[config.mk]
export PLATFORM = sky130hd
export DESIGN_NAME = vliw_wb_scheduler_flat
export DESIGN_NICKNAME = d
export VERILOG_FILES = /design/src/rtl/vliw_wb_scheduler_if.sv /design/src/rtl/vliw_wb_scheduler.sv /design/src/flat_wrapper.sv
export SDC_FILE = /design/constraint.sdc
export NUM_CORES = 1
export LEC_CHECK = 0
export BUFFER_PORTS_ARGS = -buffer_cell sky130_fd_sc_hd__buf_2
export CORE_ASPECT_RATIO = 1.25
export CORE_MARGIN = 3
export CORE_UTILIZATION = 47
export CTS_BUF_LIST = sky130_fd_sc_hd__clkbuf_8
export CTS_CLUSTER_DIAMETER = 60
export DETAILED_ROUTE_END_ITERATION = 7
export PLACE_DENSITY = 0.78
export SYNTH_ARGS = -nofsm -noshare
export SYNTH_HDL_FRONTEND = slang
export SYNTH_SLANG_ARGS = --single-unit
[constraint.sdc]
create_clock -name clk -period 4.5 [get_ports clk]
set_input_delay 0.225 -clock clk [delete_from_list [all_inputs] [get_ports clk]]
set_output_delay 0.225 -clock clk [all_outputs]
set_load 0.01 [all_outputs]
[src/rtl/vliw_wb_scheduler_if.sv]
// vliw_wb_scheduler_if: lane results, mul/div results and register-file write ports of the writeback scheduler
interface vliw_wb_scheduler_if;
    logic        r_wb_valid;
    logic [2:0]  r_wb_rd;
    logic [31:0] r_wb_data;
    logic        s_wb_valid;
    logic [2:0]  s_wb_rd;
    logic [31:0] s_wb_data;
    logic        md_valid;
    logic [2:0]  md_rd;
    logic [31:0] md_data;
    logic        md_ready;
    logic        md_issue;
    logic [2:0]  md_issue_rd;
    logic        RregWrite;
    logic [2:0]  Rd;
    logic [31:0] RwriteData;
    logic        SregWrite;
    logic [2:0]  Sd;
    logic [31:0] SwriteData;
    logic [7:0]  pending;
    logic        issue_stall;
    logic        waw_err;

    modport master (
        output r_wb_valid, r_wb_rd, r_wb_data, s_wb_valid, s_wb_rd, s_wb_data,
        output md_valid, md_rd, md_data, md_issue, md_issue_rd,
        input  md_ready, RregWrite, Rd, RwriteData, SregWrite, Sd, SwriteData,
        input  pending, issue_stall, waw_err
    );

    modport slave (
        input  r_wb_valid, r_wb_rd, r_wb_data, s_wb_valid, s_wb_rd, s_wb_data,
        input  md_valid, md_rd, md_data, md_issue, md_issue_rd,
        output md_ready, RregWrite, Rd, RwriteData, SregWrite, Sd, SwriteData,
        output pending, issue_stall, waw_err
    );
endinterface

[src/rtl/vliw_wb_scheduler.sv]
// vliw_wb_scheduler: merges lane R/S results and buffered mul/div results onto the two register-file write ports
module vliw_wb_scheduler #(
    parameter int FIFO_DEPTH = 2,
    parameter int STARVE_LIM = 3
) (
    input logic clk,
    input logic reset,
    vliw_wb_scheduler_if.slave wb
);
    localparam int AW = $clog2(STARVE_LIM + 1);
    localparam logic [AW-1:0] LIM = AW'(STARVE_LIM);

    logic [2:0]    qRd [2];
    logic [31:0]   qData [2];
    logic [1:0]    count;
    logic [AW-1:0] age, ageNext;
    logic          rLane, sLane, hasHead, headZero, wawHit, drainR, drainS, pop, push, slot;
    logic [7:0]    setMask, clrMask;

    assign wb.md_ready = !reset && int'(count) < FIFO_DEPTH;

    // Lane arbitration, head drain/drop decision and scoreboard masks for this cycle
    always_comb begin
        sLane    = wb.s_wb_valid && wb.s_wb_rd != 3'd0;
        rLane    = wb.r_wb_valid && wb.r_wb_rd != 3'd0 && !(wb.s_wb_valid && wb.s_wb_rd == wb.r_wb_rd);
        hasHead  = count != 2'd0;
        headZero = hasHead && qRd[0] == 3'd0;
        wawHit   = hasHead && !headZero &&
                   ((wb.r_wb_valid && wb.r_wb_rd == qRd[0]) || (wb.s_wb_valid && wb.s_wb_rd == qRd[0]));
        drainR   = hasHead && !headZero && !wawHit && !wb.r_wb_valid;
        drainS   = hasHead && !headZero && !wawHit && wb.r_wb_valid && !wb.s_wb_valid;
        pop      = headZero || wawHit || drainR || drainS;
        push     = wb.md_valid && wb.md_ready;
        slot     = count == 2'd1 && !pop;
        ageNext  = (!hasHead || pop) ? '0 : (age == LIM ? age : age + 1'b1);
        clrMask  = pop ? 8'd1 << qRd[0] : 8'd0;
        setMask  = (wb.md_issue && wb.md_issue_rd != 3'd0) ? 8'd1 << wb.md_issue_rd : 8'd0;
    end

    // FIFO storage: head shifts forward on pop, new entry lands behind whatever remains
    always_ff @(posedge clk) begin
        if (pop) begin
            qRd[0]   <= qRd[1];
            qData[0] <= qData[1];
        end
        if (push) begin
            qRd[slot]   <= wb.md_rd;
            qData[slot] <= wb.md_data;
        end
    end

    // Registered write ports, occupancy, head age, stall and scoreboard
    always_ff @(posedge clk) begin
        if (reset) begin
            count          <= 2'd0;
            age            <= '0;
            wb.RregWrite   <= 1'b0;
            wb.Rd          <= 3'd0;
            wb.RwriteData  <= 32'd0;
            wb.SregWrite   <= 1'b0;
            wb.Sd          <= 3'd0;
            wb.SwriteData  <= 32'd0;
            wb.pending     <= 8'd0;
            wb.issue_stall <= 1'b0;
            wb.waw_err     <= 1'b0;
        end else begin
            count          <= count + 2'(push) - 2'(pop);
            age            <= ageNext;
            wb.RregWrite   <= rLane || drainR;
            wb.Rd          <= drainR ? qRd[0] : rLane ? wb.r_wb_rd : 3'd0;
            wb.RwriteData  <= drainR ? qData[0] : rLane ? wb.r_wb_data : 32'd0;
            wb.SregWrite   <= sLane || drainS;
            wb.Sd          <= drainS ? qRd[0] : sLane ? wb.s_wb_rd : 3'd0;
            wb.SwriteData  <= drainS ? qData[0] : sLane ? wb.s_wb_data : 32'd0;
            wb.pending     <= (wb.pending & ~clrMask) | setMask;
            wb.issue_stall <= ageNext == LIM;
            wb.waw_err     <= wawHit;
        end
    end
endmodule

[src/flat_wrapper.sv]
// flat-port wrapper written by rule: the top's interface ports become plain ports
module vliw_wb_scheduler_flat 
#(
    parameter int FIFO_DEPTH = 2,
    parameter int STARVE_LIM = 3
)
  (clk, reset, wb_r_wb_valid, wb_r_wb_rd, wb_r_wb_data, wb_s_wb_valid, wb_s_wb_rd, wb_s_wb_data, wb_md_valid, wb_md_rd, wb_md_data, wb_md_issue, wb_md_issue_rd, wb_md_ready, wb_RregWrite, wb_Rd, wb_RwriteData, wb_SregWrite, wb_Sd, wb_SwriteData, wb_pending, wb_issue_stall, wb_waw_err);
  vliw_wb_scheduler_if wb_i ();
  input logic clk;
  input logic reset;
  input wire logic [$bits(wb_i.r_wb_valid)-1:0] wb_r_wb_valid;
  input wire logic [$bits(wb_i.r_wb_rd)-1:0] wb_r_wb_rd;
  input wire logic [$bits(wb_i.r_wb_data)-1:0] wb_r_wb_data;
  input wire logic [$bits(wb_i.s_wb_valid)-1:0] wb_s_wb_valid;
  input wire logic [$bits(wb_i.s_wb_rd)-1:0] wb_s_wb_rd;
  input wire logic [$bits(wb_i.s_wb_data)-1:0] wb_s_wb_data;
  input wire logic [$bits(wb_i.md_valid)-1:0] wb_md_valid;
  input wire logic [$bits(wb_i.md_rd)-1:0] wb_md_rd;
  input wire logic [$bits(wb_i.md_data)-1:0] wb_md_data;
  input wire logic [$bits(wb_i.md_issue)-1:0] wb_md_issue;
  input wire logic [$bits(wb_i.md_issue_rd)-1:0] wb_md_issue_rd;
  output wire logic [$bits(wb_i.md_ready)-1:0] wb_md_ready;
  output wire logic [$bits(wb_i.RregWrite)-1:0] wb_RregWrite;
  output wire logic [$bits(wb_i.Rd)-1:0] wb_Rd;
  output wire logic [$bits(wb_i.RwriteData)-1:0] wb_RwriteData;
  output wire logic [$bits(wb_i.SregWrite)-1:0] wb_SregWrite;
  output wire logic [$bits(wb_i.Sd)-1:0] wb_Sd;
  output wire logic [$bits(wb_i.SwriteData)-1:0] wb_SwriteData;
  output wire logic [$bits(wb_i.pending)-1:0] wb_pending;
  output wire logic [$bits(wb_i.issue_stall)-1:0] wb_issue_stall;
  output wire logic [$bits(wb_i.waw_err)-1:0] wb_waw_err;
  assign wb_i.r_wb_valid = wb_r_wb_valid;
  assign wb_i.r_wb_rd = wb_r_wb_rd;
  assign wb_i.r_wb_data = wb_r_wb_data;
  assign wb_i.s_wb_valid = wb_s_wb_valid;
  assign wb_i.s_wb_rd = wb_s_wb_rd;
  assign wb_i.s_wb_data = wb_s_wb_data;
  assign wb_i.md_valid = wb_md_valid;
  assign wb_i.md_rd = wb_md_rd;
  assign wb_i.md_data = wb_md_data;
  assign wb_i.md_issue = wb_md_issue;
  assign wb_i.md_issue_rd = wb_md_issue_rd;
  assign wb_md_ready = wb_i.md_ready;
  assign wb_RregWrite = wb_i.RregWrite;
  assign wb_Rd = wb_i.Rd;
  assign wb_RwriteData = wb_i.RwriteData;
  assign wb_SregWrite = wb_i.SregWrite;
  assign wb_Sd = wb_i.Sd;
  assign wb_SwriteData = wb_i.SwriteData;
  assign wb_pending = wb_i.pending;
  assign wb_issue_stall = wb_i.issue_stall;
  assign wb_waw_err = wb_i.waw_err;
  vliw_wb_scheduler #(.FIFO_DEPTH(FIFO_DEPTH), .STARVE_LIM(STARVE_LIM)) u_core (.clk(clk), .reset(reset), .wb(wb_i));
endmodule
==> impl_metrics.env <==
export IMPL_synthFlopType="sky130_fd_sc_hd__dfxtp_1"
export IMPL_clkSlewWorstSetupHoldPaths_ns=0.09
export IMPL_synthMuxAreaShare_pct=0
export IMPL_timing_critical_path_to_type="register"
export IMPL_fmax_ghz=0.299
export IMPL_floorplan_initialDensity_pct=48.3
export IMPL_cp_required_ns=4.64
export IMPL_timing_critical_path_max_delay_family="simple AND/OR/NAND/NOR gates"
export IMPL_rsz0062_at_grt="no"
export IMPL_finalNetCount=895
export IMPL_post_synth_fa_ha_maj_area_fraction_pct=0.407
export IMPL_final_max_slew_violation_count=0
export IMPL_avgRoutedWirePerCell_um=18.6
export IMPL_synthesis_nets=625
export IMPL_post_route_cells_drive_above_1_share_pct=31.6
export IMPL_total_power_mw=3.78
export IMPL_cts_hold_repair_buffers=84
export IMPL_run_status="complete, no violations"
export IMPL_synth_compound_gate_area_share_pct=19.8
export IMPL_critical_path_startpoint_type="register"
export IMPL_initial_antenna_violation_count=0
export IMPL_via_count=5352
export IMPL_core_area_um2=12700
export IMPL_grt_pass1_vias=5378
export IMPL_timing_setup_critical_path_class="reg2reg"
export IMPL_critical_path_peak_fanout=37
export IMPL_post_cts_resized_instances=0
export IMPL_clk_insertion_delay_late_ns=0.44
export IMPL_fin_cells=962
export IMPL_synthXorXnorAreaFrac_pct=1.57
export IMPL_core_rowCount=46
export IMPL_yosysWarnings=0
export IMPL_totalNegativeSetupSlack_ns=0
export IMPL_cts_root_buffer="sky130_fd_sc_hd__clkbuf_8"
export IMPL_ant_nets=0
export IMPL_yosys_cell_types_count=48
export IMPL_floorplan_die_area_um2=14500
export IMPL_critPathMaxStageDelay_ns=0.91
export IMPL_place_area_um2=7200
export IMPL_worst_path_cell_trace="xnor2_1, nand4_1, buf_4, nand4_1, nor3_2, buf_12"
export IMPL_cts_repair_timing_setup_buffer_count=0
export IMPL_postLayoutCellArea_um2=8530
export IMPL_vdd_ir_drop_max_uv=249
export IMPL_portBuffers=196
export IMPL_place_gp_congestion=0.801
export IMPL_hold_viol_final=0
export IMPL_holdCritPathClass="in2reg"
export IMPL_cts_path_max_buffers=2
export IMPL_clock_skew_ns=0.0146
export IMPL_worstPathBufferInverterCount=2
export IMPL_max_slew_margin_rel_pct=25.0
export IMPL_synth_top_family_by_area="compound AO/OA/AOI/OAI gates"
export IMPL_synthesis_area_per_instance_um2=12.1
export IMPL_overflow=0
export IMPL_critPathArrivalTime_ns=3.48
export IMPL_critical_path_top_cell_by_count="sky130_fd_sc_hd__nand4_1"
export IMPL_cts_tree="yes"
export IMPL_fp_dieH_um=134
export IMPL_final_fill_count=944
export IMPL_overall_fraction_of_global_route_tracks_in_use_pct=24.3
export IMPL_synth_seq_area_share_pct=62.2
export IMPL_post_route_core_utilization_pct=67.1
export IMPL_max_slew_worst_pin_slew_ns=1.12
export IMPL_post_route_min_period_ns=3.35
export IMPL_worst_path_max_delay_cell="sky130_fd_sc_hd__nor3_2"
export IMPL_placement_setup_worst_slack_ns=1.20
export IMPL_setup_slack_ns=1.15
export IMPL_dieWidth_um=108
export IMPL_via_density_per_instance=5.56
export IMPL_postSynthCellCount=509
export IMPL_grt_start_max_net_pins=39
export IMPL_first_pass_grt_wire_length_mm=27.6
export IMPL_max_cap_viol_count=0
export IMPL_wirelength_mm=17.9
export IMPL_power_leakage_nw=3.67
export IMPL_dp_hpwl_mm=11.3
export IMPL_place_inst=838
export IMPL_worst_hold_slack_ns=0.0215
export IMPL_timing_final_setup_violations=0
export IMPL_synth_simple_gate_area_share_pct=12.2
export IMPL_ys_ff_latch=156
export IMPL_drc=0
export IMPL_top_level_ports=197
export IMPL_synth_area_um2=6150
export IMPL_tritoncts_num_buffers=17
export IMPL_h_tree_depth=4
export IMPL_syn_to_final_growth_pct=38.8
export IMPL_edff_count_synth=70
export IMPL_clock_sinks=156
export IMPL_dr_pass1_iters=4
export IMPL_layout_worst_path_cycle_share_pct=74.4
export IMPL_pwr_density_cell_nw_per_um2=443
export IMPL_first_iter_violations=501
export IMPL_synth_async_reset_ratio_pct=0
==> cells in the final DEF (no fill, tap or decap), types with 4 or more instances in the layout <==
master and count:
sky130_fd_sc_hd__buf_2 196, sky130_fd_sc_hd__dlygate4sd3_1 90, sky130_fd_sc_hd__dfxtp_1 86, sky130_fd_sc_hd__edfxtp_1 70, sky130_fd_sc_hd__a22o_1 64, sky130_fd_sc_hd__nand2_1 45
sky130_fd_sc_hd__and3_1 35, sky130_fd_sc_hd__a32oi_1 35, sky130_fd_sc_hd__o21ai_0 27, sky130_fd_sc_hd__clkbuf_8 19, sky130_fd_sc_hd__nor2_1 11, sky130_fd_sc_hd__xnor2_1 10
sky130_fd_sc_hd__nor3_1 10, sky130_fd_sc_hd__o21ai_1 8, sky130_fd_sc_hd__buf_4 7, sky130_fd_sc_hd__nand4_1 6, sky130_fd_sc_hd__inv_1 5, sky130_fd_sc_hd__inv_6 5
sky130_fd_sc_hd__o21bai_1 4, sky130_fd_sc_hd__a211oi_1 4
==> area by class of cell <==
class / count / area (um^2) / area share [%]
repair buffers: 294 / 1950 / 22.9
clock buffers: 19 / 262 / 3.06
multi-input cells: 305 / 2100 / 24.6
diodes: 2 / 5.00 / 0.0587
well taps: 168 / 210 / 2.46
flip-flops and latches: 156 / 3820 / 44.8
inverters: 5 / 18.8 / 0.220
clock inverters: 13 / 161 / 1.89
==> cell usage after synthesis, types with 3 or more instances <==
master | instances | area (um^2)
sky130_fd_sc_hd__dfxtp_1 | 86 | 1720
sky130_fd_sc_hd__edfxtp_1 | 70 | 2100
sky130_fd_sc_hd__a22o_1 | 65 | 569
sky130_fd_sc_hd__nand2_1 | 45 | 169
sky130_fd_sc_hd__a32oi_1 | 35 | 307
sky130_fd_sc_hd__and3_1 | 35 | 219
sky130_fd_sc_hd__clkbuf_1 | 29 | 109
sky130_fd_sc_hd__o21ai_0 | 27 | 135
sky130_fd_sc_hd__nor2_1 | 12 | 45.0
sky130_fd_sc_hd__nor3_1 | 11 | 55.1
sky130_fd_sc_hd__xnor2_1 | 10 | 87.6
sky130_fd_sc_hd__o21ai_1 | 8 | 40.0
sky130_fd_sc_hd__nand4_1 | 6 | 37.5
sky130_fd_sc_hd__buf_4 | 5 | 37.5
sky130_fd_sc_hd__a211oi_1 | 4 | 30.0
sky130_fd_sc_hd__buf_2 | 4 | 20.0
sky130_fd_sc_hd__buf_6 | 4 | 45.0
sky130_fd_sc_hd__inv_1 | 4 | 15.0
sky130_fd_sc_hd__o21bai_1 | 4 | 30.0
sky130_fd_sc_hd__a32o_1 | 3 | 30.0
sky130_fd_sc_hd__o22ai_1 | 3 | 18.8
sky130_fd_sc_hd__or2_2 | 3 | 18.8
sky130_fd_sc_hd__or3b_2 | 3 | 26.3
==> kinds of logic (layout without fill, tap and decap cells) <==
logic type / count (synthesis) / after routing
compound gates: 157 / 157
xor+xnor: 11 / 11
fa+ha+maj: 2 / 2
buf+inv: 48 / 331
flops: 156 / 156
other cells: 0 / 2
simple gates: 135 / 135
==> where the power goes <==
group	internal (mW)	total (mW)	leakage (nW)	switching, mW
clock network	0.584	1.10	0.219	0.517
registers	1.75	1.90	1.36	0.148
logic	0.318	0.774	2.09	0.456
total	2.65	3.78	3.67	1.12
==> per-layer routing <==
metal / wire length, um / global-route usage (%) / vias to the layer above
met5: 0 / 0 / -
li1: - / - / 2507
met1: 7090 / 29.5 / 2552
met4: 382 / 8.14 / 0
met3: 1200 / 6.36 / 37
met2: 9220 / 41.9 / 256
==> flip-flops by register name, indices dropped and copies added (netlist names) <==
signal / flops
u_core.qData: 64
u_core.wb.RwriteData: 32
u_core.wb.SwriteData: 32
u_core.wb.pending: 8
u_core.qRd: 6
u_core.wb.Rd: 3
u_core.wb.Sd: 3
u_core.age: 2
u_core.count: 2
u_core.wb.RregWrite: 1
u_core.wb.SregWrite: 1
u_core.wb.issue_stall: 1
u_core.wb.waw_err: 1
==> path summary, 6_finish.rpt <==
kind	cells after the start	slack, ns	endpoint	from
min reg2reg	1	0.46	u_core.age[0]$_SDFF_PP0_	u_core.age[0]$_SDFF_PP0_
max	6	1.15	u_core.qData[1][30]$_DFFE_PP_	u_core.qRd[0][0]$_DFFE_PP_
min	2	0.02	u_core.wb.SwriteData[19]$_SDFF_PP0_	wb_s_wb_data[19]
max reg2reg	6	1.15	u_core.qData[1][30]$_DFFE_PP_	u_core.qRd[0][0]$_DFFE_PP_
(Power assumes the default switching activity.)
